### src/rtl/hazard_ctrl_if.sv
// Handshake bundle between the RV32I pipeline (master) and hazard_ctrl (slave).
// Carries the stage-register observations in and the stage hold/flush controls out.
interface hazard_ctrl_if;
    logic [4:0]  id_rs1;
    logic [4:0]  id_rs2;
    logic        id_uses_rs1;
    logic        id_uses_rs2;
    logic [4:0]  ex_rd;
    logic        ex_memread;
    logic [4:0]  wb_rd;
    logic        wb_regwrite;
    logic        br_taken;
    logic        dmem_req;
    logic        dmem_ready;
    logic        pc_keep;
    logic        if_keep;
    logic        if_flush;
    logic        id_keep;
    logic        id_nop;
    logic [1:0]  id_ex_write;
    logic [31:0] stall_cycles;
    logic [15:0] flush_events;

    modport master (
        output id_rs1, id_rs2, id_uses_rs1, id_uses_rs2, ex_rd, ex_memread,
               wb_rd, wb_regwrite, br_taken, dmem_req, dmem_ready,
        input  pc_keep, if_keep, if_flush, id_keep, id_nop, id_ex_write,
               stall_cycles, flush_events
    );

    modport slave (
        input  id_rs1, id_rs2, id_uses_rs1, id_uses_rs2, ex_rd, ex_memread,
               wb_rd, wb_regwrite, br_taken, dmem_req, dmem_ready,
        output pc_keep, if_keep, if_flush, id_keep, id_nop, id_ex_write,
               stall_cycles, flush_events
    );
endinterface

### src/rtl/hazard_ctrl.sv
// Hazard/sequencing controller: load-use bubble, multi-cycle branch flush, dmem freeze.
// Mealy outputs, zero latency; optional perf counters under HAZARD_PERF_CNT_EN.
module hazard_ctrl #(
    parameter int unsigned FLUSH_DEPTH = 2
) (
    input  logic clk,
    input  logic rst,
    hazard_ctrl_if.slave hz
);

    typedef enum logic [1:0] {
        ST_RUN      = 2'd0,
        ST_FLUSH    = 2'd1,
        ST_MEM_WAIT = 2'd2
    } state_t;

    localparam logic [1:0] FCNT_INIT = 2'(FLUSH_DEPTH - 1);

    state_t     state_q, state_d;
    state_t     ret_q, ret_d;
    logic [1:0] fcnt_q, fcnt_d;
    logic       br_pend_q, br_pend_d;

    logic lu;
    logic mem_stall;
    logic br_eff;

    assign lu = hz.ex_memread && (hz.ex_rd != 5'd0) &&
                ((hz.id_uses_rs1 && (hz.ex_rd == hz.id_rs1)) ||
                 (hz.id_uses_rs2 && (hz.ex_rd == hz.id_rs2)));
    assign mem_stall = hz.dmem_req && !hz.dmem_ready;
    // A branch latched during a freeze is replayed as if it resolved now.
    assign br_eff    = hz.br_taken || br_pend_q;

    always_ff @(posedge clk or negedge rst) begin
        if (!rst) begin
            state_q   <= ST_RUN;
            ret_q     <= ST_RUN;
            fcnt_q    <= 2'd0;
            br_pend_q <= 1'b0;
        end else begin
            state_q   <= state_d;
            ret_q     <= ret_d;
            fcnt_q    <= fcnt_d;
            br_pend_q <= br_pend_d;
        end
    end

    always_comb begin
        state_d   = state_q;
        ret_d     = ret_q;
        fcnt_d    = fcnt_q;
        br_pend_d = br_pend_q;
        case (state_q)
            ST_RUN: begin
                if (mem_stall) begin
                    state_d = ST_MEM_WAIT;
                    ret_d   = ST_RUN;
                end else if (br_eff) begin
                    br_pend_d = 1'b0;
                    fcnt_d    = FCNT_INIT;
                    state_d   = (FCNT_INIT != 2'd0) ? ST_FLUSH : ST_RUN;
                end
            end
            ST_FLUSH: begin
                if (mem_stall) begin
                    state_d = ST_MEM_WAIT;
                    ret_d   = ST_FLUSH;
                end else if (fcnt_q <= 2'd1) begin
                    fcnt_d  = 2'd0;
                    state_d = ST_RUN;
                end else begin
                    fcnt_d = 2'(fcnt_q - 2'd1);
                end
            end
            ST_MEM_WAIT: begin
                br_pend_d = br_pend_q || hz.br_taken;
                if (hz.dmem_ready) begin
                    // A pending branch supersedes any interrupted flush and restarts it from RUN.
                    if (br_pend_q || hz.br_taken) begin
                        state_d = ST_RUN;
                        fcnt_d  = 2'd0;
                    end else begin
                        state_d = ret_q;
                    end
                    ret_d = ST_RUN;
                end
            end
            default: begin
                state_d = ST_RUN;
            end
        endcase
    end

    always_comb begin
        hz.pc_keep  = 1'b0;
        hz.if_keep  = 1'b0;
        hz.if_flush = 1'b0;
        hz.id_keep  = 1'b0;
        hz.id_nop   = 1'b0;
        if (rst) begin
            case (state_q)
                ST_RUN: begin
                    if (mem_stall) begin
                        hz.pc_keep = 1'b1;
                        hz.if_keep = 1'b1;
                        hz.id_keep = 1'b1;
                    end else if (br_eff) begin
                        hz.if_flush = 1'b1;
                        hz.id_nop   = 1'b1;
                    end else if (lu) begin
                        hz.pc_keep = 1'b1;
                        hz.if_keep = 1'b1;
                        hz.id_nop  = 1'b1;
                    end
                end
                ST_FLUSH: begin
                    if (mem_stall) begin
                        hz.pc_keep = 1'b1;
                        hz.if_keep = 1'b1;
                        hz.id_keep = 1'b1;
                    end else begin
                        hz.if_flush = 1'b1;
                        hz.id_nop   = 1'b1;
                    end
                end
                ST_MEM_WAIT: begin
                    if (!hz.dmem_ready) begin
                        hz.pc_keep = 1'b1;
                        hz.if_keep = 1'b1;
                        hz.id_keep = 1'b1;
                    end
                end
                default: begin
                end
            endcase
        end
    end

    // Bypass stays live during the freeze so held operands catch a late write-back.
    always_comb begin
        hz.id_ex_write = 2'b00;
        if (rst && hz.wb_regwrite && (hz.wb_rd != 5'd0)) begin
            hz.id_ex_write[1] = (hz.wb_rd == hz.id_rs1);
            hz.id_ex_write[0] = (hz.wb_rd == hz.id_rs2);
        end
    end

`ifdef HAZARD_PERF_CNT_EN
    logic [31:0] stall_cycles_q;
    logic [15:0] flush_events_q;
    logic        br_accept;

    assign br_accept = (state_q == ST_RUN) && !mem_stall && br_eff;

    always_ff @(posedge clk or negedge rst) begin
        if (!rst) begin
            stall_cycles_q <= 32'd0;
            flush_events_q <= 16'd0;
        end else begin
            if (hz.pc_keep && (stall_cycles_q != 32'hFFFF_FFFF)) begin
                stall_cycles_q <= stall_cycles_q + 32'd1;
            end
            if (br_accept && (flush_events_q != 16'hFFFF)) begin
                flush_events_q <= flush_events_q + 16'd1;
            end
        end
    end

    assign hz.stall_cycles = stall_cycles_q;
    assign hz.flush_events = flush_events_q;
`else
    assign hz.stall_cycles = 32'd0;
    assign hz.flush_events = 16'd0;
`endif

endmodule

### src/flat_wrapper.sv
// flat-port wrapper written by rule: the top's interface ports become plain ports
module hazard_ctrl_flat 
#(
    parameter int unsigned FLUSH_DEPTH = 2
)
  (clk, rst, hz_id_rs1, hz_id_rs2, hz_id_uses_rs1, hz_id_uses_rs2, hz_ex_rd, hz_ex_memread, hz_wb_rd, hz_wb_regwrite, hz_br_taken, hz_dmem_req, hz_dmem_ready, hz_pc_keep, hz_if_keep, hz_if_flush, hz_id_keep, hz_id_nop, hz_id_ex_write, hz_stall_cycles, hz_flush_events);
  hazard_ctrl_if hz_i ();
  input  logic clk;
  input  logic rst;
  input wire logic [$bits(hz_i.id_rs1)-1:0] hz_id_rs1;
  input wire logic [$bits(hz_i.id_rs2)-1:0] hz_id_rs2;
  input wire logic [$bits(hz_i.id_uses_rs1)-1:0] hz_id_uses_rs1;
  input wire logic [$bits(hz_i.id_uses_rs2)-1:0] hz_id_uses_rs2;
  input wire logic [$bits(hz_i.ex_rd)-1:0] hz_ex_rd;
  input wire logic [$bits(hz_i.ex_memread)-1:0] hz_ex_memread;
  input wire logic [$bits(hz_i.wb_rd)-1:0] hz_wb_rd;
  input wire logic [$bits(hz_i.wb_regwrite)-1:0] hz_wb_regwrite;
  input wire logic [$bits(hz_i.br_taken)-1:0] hz_br_taken;
  input wire logic [$bits(hz_i.dmem_req)-1:0] hz_dmem_req;
  input wire logic [$bits(hz_i.dmem_ready)-1:0] hz_dmem_ready;
  output wire logic [$bits(hz_i.pc_keep)-1:0] hz_pc_keep;
  output wire logic [$bits(hz_i.if_keep)-1:0] hz_if_keep;
  output wire logic [$bits(hz_i.if_flush)-1:0] hz_if_flush;
  output wire logic [$bits(hz_i.id_keep)-1:0] hz_id_keep;
  output wire logic [$bits(hz_i.id_nop)-1:0] hz_id_nop;
  output wire logic [$bits(hz_i.id_ex_write)-1:0] hz_id_ex_write;
  output wire logic [$bits(hz_i.stall_cycles)-1:0] hz_stall_cycles;
  output wire logic [$bits(hz_i.flush_events)-1:0] hz_flush_events;
  assign hz_i.id_rs1 = hz_id_rs1;
  assign hz_i.id_rs2 = hz_id_rs2;
  assign hz_i.id_uses_rs1 = hz_id_uses_rs1;
  assign hz_i.id_uses_rs2 = hz_id_uses_rs2;
  assign hz_i.ex_rd = hz_ex_rd;
  assign hz_i.ex_memread = hz_ex_memread;
  assign hz_i.wb_rd = hz_wb_rd;
  assign hz_i.wb_regwrite = hz_wb_regwrite;
  assign hz_i.br_taken = hz_br_taken;
  assign hz_i.dmem_req = hz_dmem_req;
  assign hz_i.dmem_ready = hz_dmem_ready;
  assign hz_pc_keep = hz_i.pc_keep;
  assign hz_if_keep = hz_i.if_keep;
  assign hz_if_flush = hz_i.if_flush;
  assign hz_id_keep = hz_i.id_keep;
  assign hz_id_nop = hz_i.id_nop;
  assign hz_id_ex_write = hz_i.id_ex_write;
  assign hz_stall_cycles = hz_i.stall_cycles;
  assign hz_flush_events = hz_i.flush_events;
  hazard_ctrl #(.FLUSH_DEPTH(FLUSH_DEPTH)) u_core (.clk(clk), .rst(rst), .hz(hz_i));
endmodule
### config.mk
export PLATFORM = sky130hd
export DESIGN_NAME = hazard_ctrl_flat
export DESIGN_NICKNAME = d
export VERILOG_FILES = /design/src/rtl/hazard_ctrl_if.sv /design/src/rtl/hazard_ctrl.sv /design/src/flat_wrapper.sv
export SDC_FILE = /design/constraint.sdc
export NUM_CORES = 1
export LEC_CHECK = 0
export CORE_ASPECT_RATIO = 0.6
export CORE_UTILIZATION = 36
export CTS_CLUSTER_SIZE = 10
export DETAILED_ROUTE_END_ITERATION = 6
export PLACE_DENSITY_LB_ADDON = 0.25
export SYNTH_ARGS = -nofsm -noshare
export SYNTH_HDL_FRONTEND = slang
export SYNTH_SLANG_ARGS = --single-unit
### constraint.sdc
create_clock -name clk -period 3.3 [get_ports clk]
set_input_delay 0.495 -clock clk [delete_from_list [all_inputs] [get_ports clk]]
set_output_delay 0.495 -clock clk [all_outputs]
set_load 0.02 [all_outputs]
==> flow_summary.ini, run 1 <==
[place]
portBuffers = 35
place.gp.congestion = 0.909
pre_cts_slack_ns = 0.155
post-dp-hpwl_mm = 2.18

[global_route]
use_met2_pct = 22.1
antenna_found_initial = 0
grtUsageMet1_pct = 23.2
grt_max_degree = 8
grt_use_met3_pct = 4.33
grt_pass1_wl_mm = 3.64
grt_pass1_vias = 723
overflow = 0
grtUsageTotal_pct = 15.9
busiest_layer = met1

[yosys]
synth_xor_area_share_pct = 16.4
synthMuxAreaShare_pct = 2.10
synth-edff-count = 0
synth_cell_types = 33
yosys.area.top_type_share_pct = 34.3
synth_fa_ha_area_share_pct = 4.67
synth-compound-area-share_pct = 11.8
synth_top_family_by_area = buffers and inverters
yosysWarnings = 0
ys_seq_area_share_pct = 14.0
yosysTopAreaCell = buf_4
synth_flop_cell = dfrtp_1
syn_avg_cell_area_um2 = 8.11
syn_inst = 132
yosys.area_share.simple_pct = 15.3
async_reset_ff_share_pct = 100
ys_ff_latch = 6
synth.cell_area_um2 = 1070
synth_area_leaders = buf_4 34%, dfrtp_1 14%, xor2_1 9.8%

[drt]
drt_iter0_markers = 37
wl_mm = 2.53
dr.pass1.iters = 4
post_drt_wl_per_cell_um = 12.1
vias_per_cell = 4.34
drc_errors = 0
ant_nets = 0
vias = 908

[sta]
worst_slack_ns = 0.0872
skew_ns = 0.00898
period_needed_ns = 3.21
fin_crit_sh_pct = 97.4
fmax_mhz = 311
rsz0062_at_grt = false
drv_slew = 0
setup_viol = 0
finalSetupTns_ns = 0
hold-worst-slack_ns = 0.515
hold_viol = 0

[clock_network]
cts_resized = 0
htree_num_levels = 1
insertion_delay_ns = 0.23
cts_root_buf = clkbuf_8
cts-buffers-inserted = 3
clockBufferDepth = 2
cts_hold_buf = 0
cts_tree = yes
cts.sinks = 6
cts_setup_buffers = 0
path_clk_slew_ns = 0.04

[cells_and_area]
fin_nets = 204
layout-drive-gt1-share_pct = 5.33
mostFrequentLayoutCells = 48 x conb_1, 35 x clkdlybuf4s50_1, 12 x xor2_1
final_common_cell = conb_1
num_antenna_cells = 0
synthToLayoutAreaGrowth_pct = 24.1

[die]
die_h_um = 44.3
coreArea_um2 = 2660
start_util_pct = 40.2
fp.dieW_um = 72.4
dieArea_um2 = 3200
ios = 84
rows = 14

[worst_setup_path]
start_kind = input pin
timing.rr.start = u_core.state_q[0]$_DFFE_PN0P_
startpoint = hz_ex_rd[2]
r2r_cells = 6
cp_max_fo = 3
worstPathRequired_ns = 2.80
crit_arrival_ns = 2.72
critical_path_class = input pin to primary output
cp-end-kind = primary output

[min_path]
hp-class = input pin to asynchronous set/reset pin

[power_and_ir_drop]
vdd_drop_max_mv = 0.339
p_leak_uw = 0.000603
power.density_nw_per_um2 = 456

[outcome]
status = finished, final reports clean

[job]
max_cap_violations = 0
report_power, final:
group	internal [µW]	switching, µW
registers	100	21.7
logic	155	213
clock network	78.9	37.6
routing by layer:
metal  routed length [µm]  share of wire, %  up-vias
met5                    0                 0        -
met4                   29               1.1        0
met3                  255                10        5
met2                 1100                44       57
met1                 1140                45      419
li1                     -                 -      427
registers in the layout, indices dropped and copies added (netlist names):
| name | count |
|---|---|
| u_core.state_q | 2 |
| u_core.fcnt_q | 2 |
| u_core.br_pend_q | 1 |
| u_core.ret_q | 1 |
cell type report:
cell class,count,area (µm²)
Fill cell,253,1330
Clock buffer,3,41.3
Sequential cell,6,150
Timing Repair Buffer,36,358
Inverter,3,11.3
Multi-Input combinational cell,121,718
Tap cell,40,50.0
metrics by stage:
| step | cells | utilization, % | power [µW] | area, µm² |
|---|---|---|---|---|
| after floorplan | 179 | - | 413 | 1250 |
| after global placement | 206 | 48.4 | 479 | 1290 |
| after detailed placement | 206 | 48.4 | 485 | 1290 |
| after CTS | 209 | 49.9 | 605 | 1330 |
| after global routing | 209 | 49.9 | 655 | 1330 |
| final | 209 | 49.9 | 606 | 1330 |
path summary, 6_finish.rpt:
kind | end | slack (ns)
setup / recovery | hz_if_keep | 0.09
hold / removal | u_core.br_pend_q$_DFFE_PN0P_ | 0.52
setup reg to reg | u_core.fcnt_q[0]$_DFFE_PN0P_ | 1.41
hold reg to reg | u_core.fcnt_q[0]$_DFFE_PN0P_ | 0.53
max in group asynchronous | u_core.fcnt_q[0]$_DFFE_PN0P_ | 2.41
min in group clk | u_core.fcnt_q[0]$_DFFE_PN0P_ | 0.53
worst max-delay path: stages:
cell and delay, ns:
clkdlybuf4s50_1 0.49, xor2_1 0.18, nor4_1 0.40, a32oi_1 0.15, o41ai_2 0.34, clkdlybuf4s50_1 0.66
logic make-up (layout without fill, tap and decap cells):
group / count (synthesis) / after routing
adders and majority gates: 4 / 4
and+or+nand+nor: 30 / 30
buffers and inverters: 52 / 42
DFF: 6 / 6
xor gates and xnor gates: 20 / 20
AOI/OAI and AO/OA: 17 / 17
muxes: 2 / 2
other: 1 / 48
synth_stat cells, drive strengths merged, types with 2 or more instances:
cell type,number
xnor2,8
nor4,5
inv,3
or4,2
a21boi,2
a21oi,4
xor2,12
ha,4
nand3,4
nor3,3
mux2,2
nor2b,2
nand2,5
buf,49
dfrtp,6
nor2,5
(Power assumes the default switching activity.)
==> run 2, diff against run 1 <==
- ABC_CLOCK_PERIOD_IN_PS: default -> 3300
==> results of run 2 <==
Final layout, timing and power as in run 1 (identical DEF).
==> run 3, diff against run 2 <==
- CORE_ASPECT_RATIO: 0.6 -> default
==> run 3 against run 2 <==
Compared with the run above:
- clock skew shrank 0.0018 ns
- routed wire length shrank 14%
- maximum frequency grew 3.0%
- via count shrank 1.4%
- count of clock-buffer cells in the layout is the same
- critical path depth is the same
- sequential share of layout area grew 0.33 points
- hold slack gained 0.012 ns
- core utilization shrank 3.5 points
==> flow_summary.ini, run 3 (synthesis gave the netlist of run 1 again) <==
[worst_setup_path]
cp-end-kind = primary output
r2r_cells = 6
max_stage_delay_ns = 0.67
critPathTopFamily = buffers and inverters
timing.rr.start = u_core.state_q[0]$_DFFE_PN0P_
rrSetupSlack_ns = 1.42
start_kind = input pin
cp_slowest_cell = clkdlybuf4s50_1
critPathBufInv = 2
cpMostUsedCell = clkdlybuf4s50_1
critical_path_class = input pin to primary output
crit_arrival_ns = 2.62
crit_chain = clkdlybuf4s50_1, xor2_1, nor4_2, a32oi_1, o41ai_2, clkdlybuf4s50_1
r2r-end = u_core.fcnt_q[0]$_DFFE_PN0P_
worstPathRequired_ns = 2.80
cp_max_fo = 3

[drt]
wl_mm = 2.17
drt_iter0_markers = 22
post_drt_wl_per_cell_um = 10.9
ant_nets = 0
drc_errors = 0
vias = 895
vias_per_cell = 4.50
dr.pass1.iters = 4

[die]
rows = 19
coreArea_um2 = 2780
fp.dieW_um = 56.5
start_util_pct = 38.5
ios = 84
die_h_um = 56.5
dieArea_um2 = 3200

[power_and_ir_drop]
vdd_drop_max_mv = 0.320
p_leak_uw = 0.000590
power.density_nw_per_um2 = 424

[clock_network]
cts_root_buf = clkbuf_4
cts_hold_buf = 0
cts_setup_buffers = 0
path_clk_slew_ns = 0.04
cts_resized = 0
cts.sinks = 6
htree_num_levels = 1
clockBufferDepth = 2
cts-buffers-inserted = 3
cts_tree = yes
insertion_delay_ns = 0.24

[place]
post-dp-hpwl_mm = 1.83
portBuffers = 35
place.gp.congestion = 0.861
dp.cells = 196

[global_route]
grtUsageTotal_pct = 13.7
antenna_found_initial = 0
grt_pass1_vias = 820
grt_pass1_wl_mm = 3.49
grt_max_degree = 11
overflow = 0

[min_path]
hold_depth = 1
hold_end = u_core.fcnt_q[1]$_DFFE_PN0P_
min_from = u_core.fcnt_q[1]$_DFFE_PN0P_
hp-class = flip-flop to flip-flop

[cells_and_area]
fillers = 283
layout-drive-gt1-share_pct = 4.76
final_common_cell = conb_1
instances_no_fill = 199
synthToLayoutAreaGrowth_pct = 20.6
top_regs = u_core.fcnt_q: 2 flops, u_core.state_q: 2 flops
num_antenna_cells = 0
mostFrequentLayoutCells = 48 x conb_1, 35 x clkdlybuf4s50_1, 12 x xor2_1
fin_nets = 203

[sta]
fmax_mhz = 321
rsz0062_at_grt = false
skew_ns = 0.00721
drv_slew = 0
hold-worst-slack_ns = 0.527
period_needed_ns = 3.12
fin_crit_sh_pct = 94.5
hold_viol = 0
finalSetupTns_ns = 0
setup_viol = 0

[outcome]
status = finished, final reports clean

[job]
max_cap_violations = 0
run 3: changes by cell type in the layout (fill, tap and decap cells not counted), sizes merged:
cell	before	now
buf	1	0
run 3: worst max-delay path by stage:
stage / from / to / depth (start not counted)
5_1_grt: hz_ex_rd[3] / hz_if_keep / 6
3_5_place_dp: hz_id_rs2[2] / hz_if_keep / 6
6_report: hz_ex_rd[3] / hz_if_keep / 6
3_3_place_gp: hz_ex_rd[0] / hz_if_keep / 6
4_1_cts: hz_id_rs2[2] / hz_pc_keep / 6
2_1_floorplan: hz_ex_rd[3] / hz_pc_keep / 5
run 3: area by class of cell:
cell class	count	area, µm²	area share [%]
clock buffer	3	22.5	1.74
inverter	3	11.3	0.872
multi-input combinational	121	718	55.6
sequential	6	150	11.6
tap	31	38.8	3.00
timing repair buffer	35	350	27.1
run 3: worst reg2reg max path: stages (launching register included):
cell,delay (ns)
dfrtp_1,0.38
inv_1,0.08
ha_1,0.28
and2b_1,0.25
o22a_1,0.17
nor3_1,0.22
mux2_2,0.37
run 3: power breakdown:
group / total (µW) / internal, µW / switching [µW]
logic: 361 / 154 / 207
clock network: 65.0 / 41.0 / 24.0
registers: 122 / 100 / 21.5
run 3: per-stage QoR:
step                      utilization (%)  total power [µW]  worst slack (ns)  area, µm²
final                                46.4               548             0.180       1290
after CTS                            46.4               550             0.165       1290
after global placement               45.6               474             0.222       1270
after floorplan                         -               413             0.925       1250
after global routing                 46.4               598             0.104       1290
after detailed placement             45.6               482             0.181       1270
run 3: per-layer routing:
layer	global-route usage, %	up-vias	share of wire, %
met5	0	-	0
met4	5.23	0	0.88
met3	2.30	2	9.7
met2	24.0	61	47
met1	16.4	406	42
li1	-	426	-
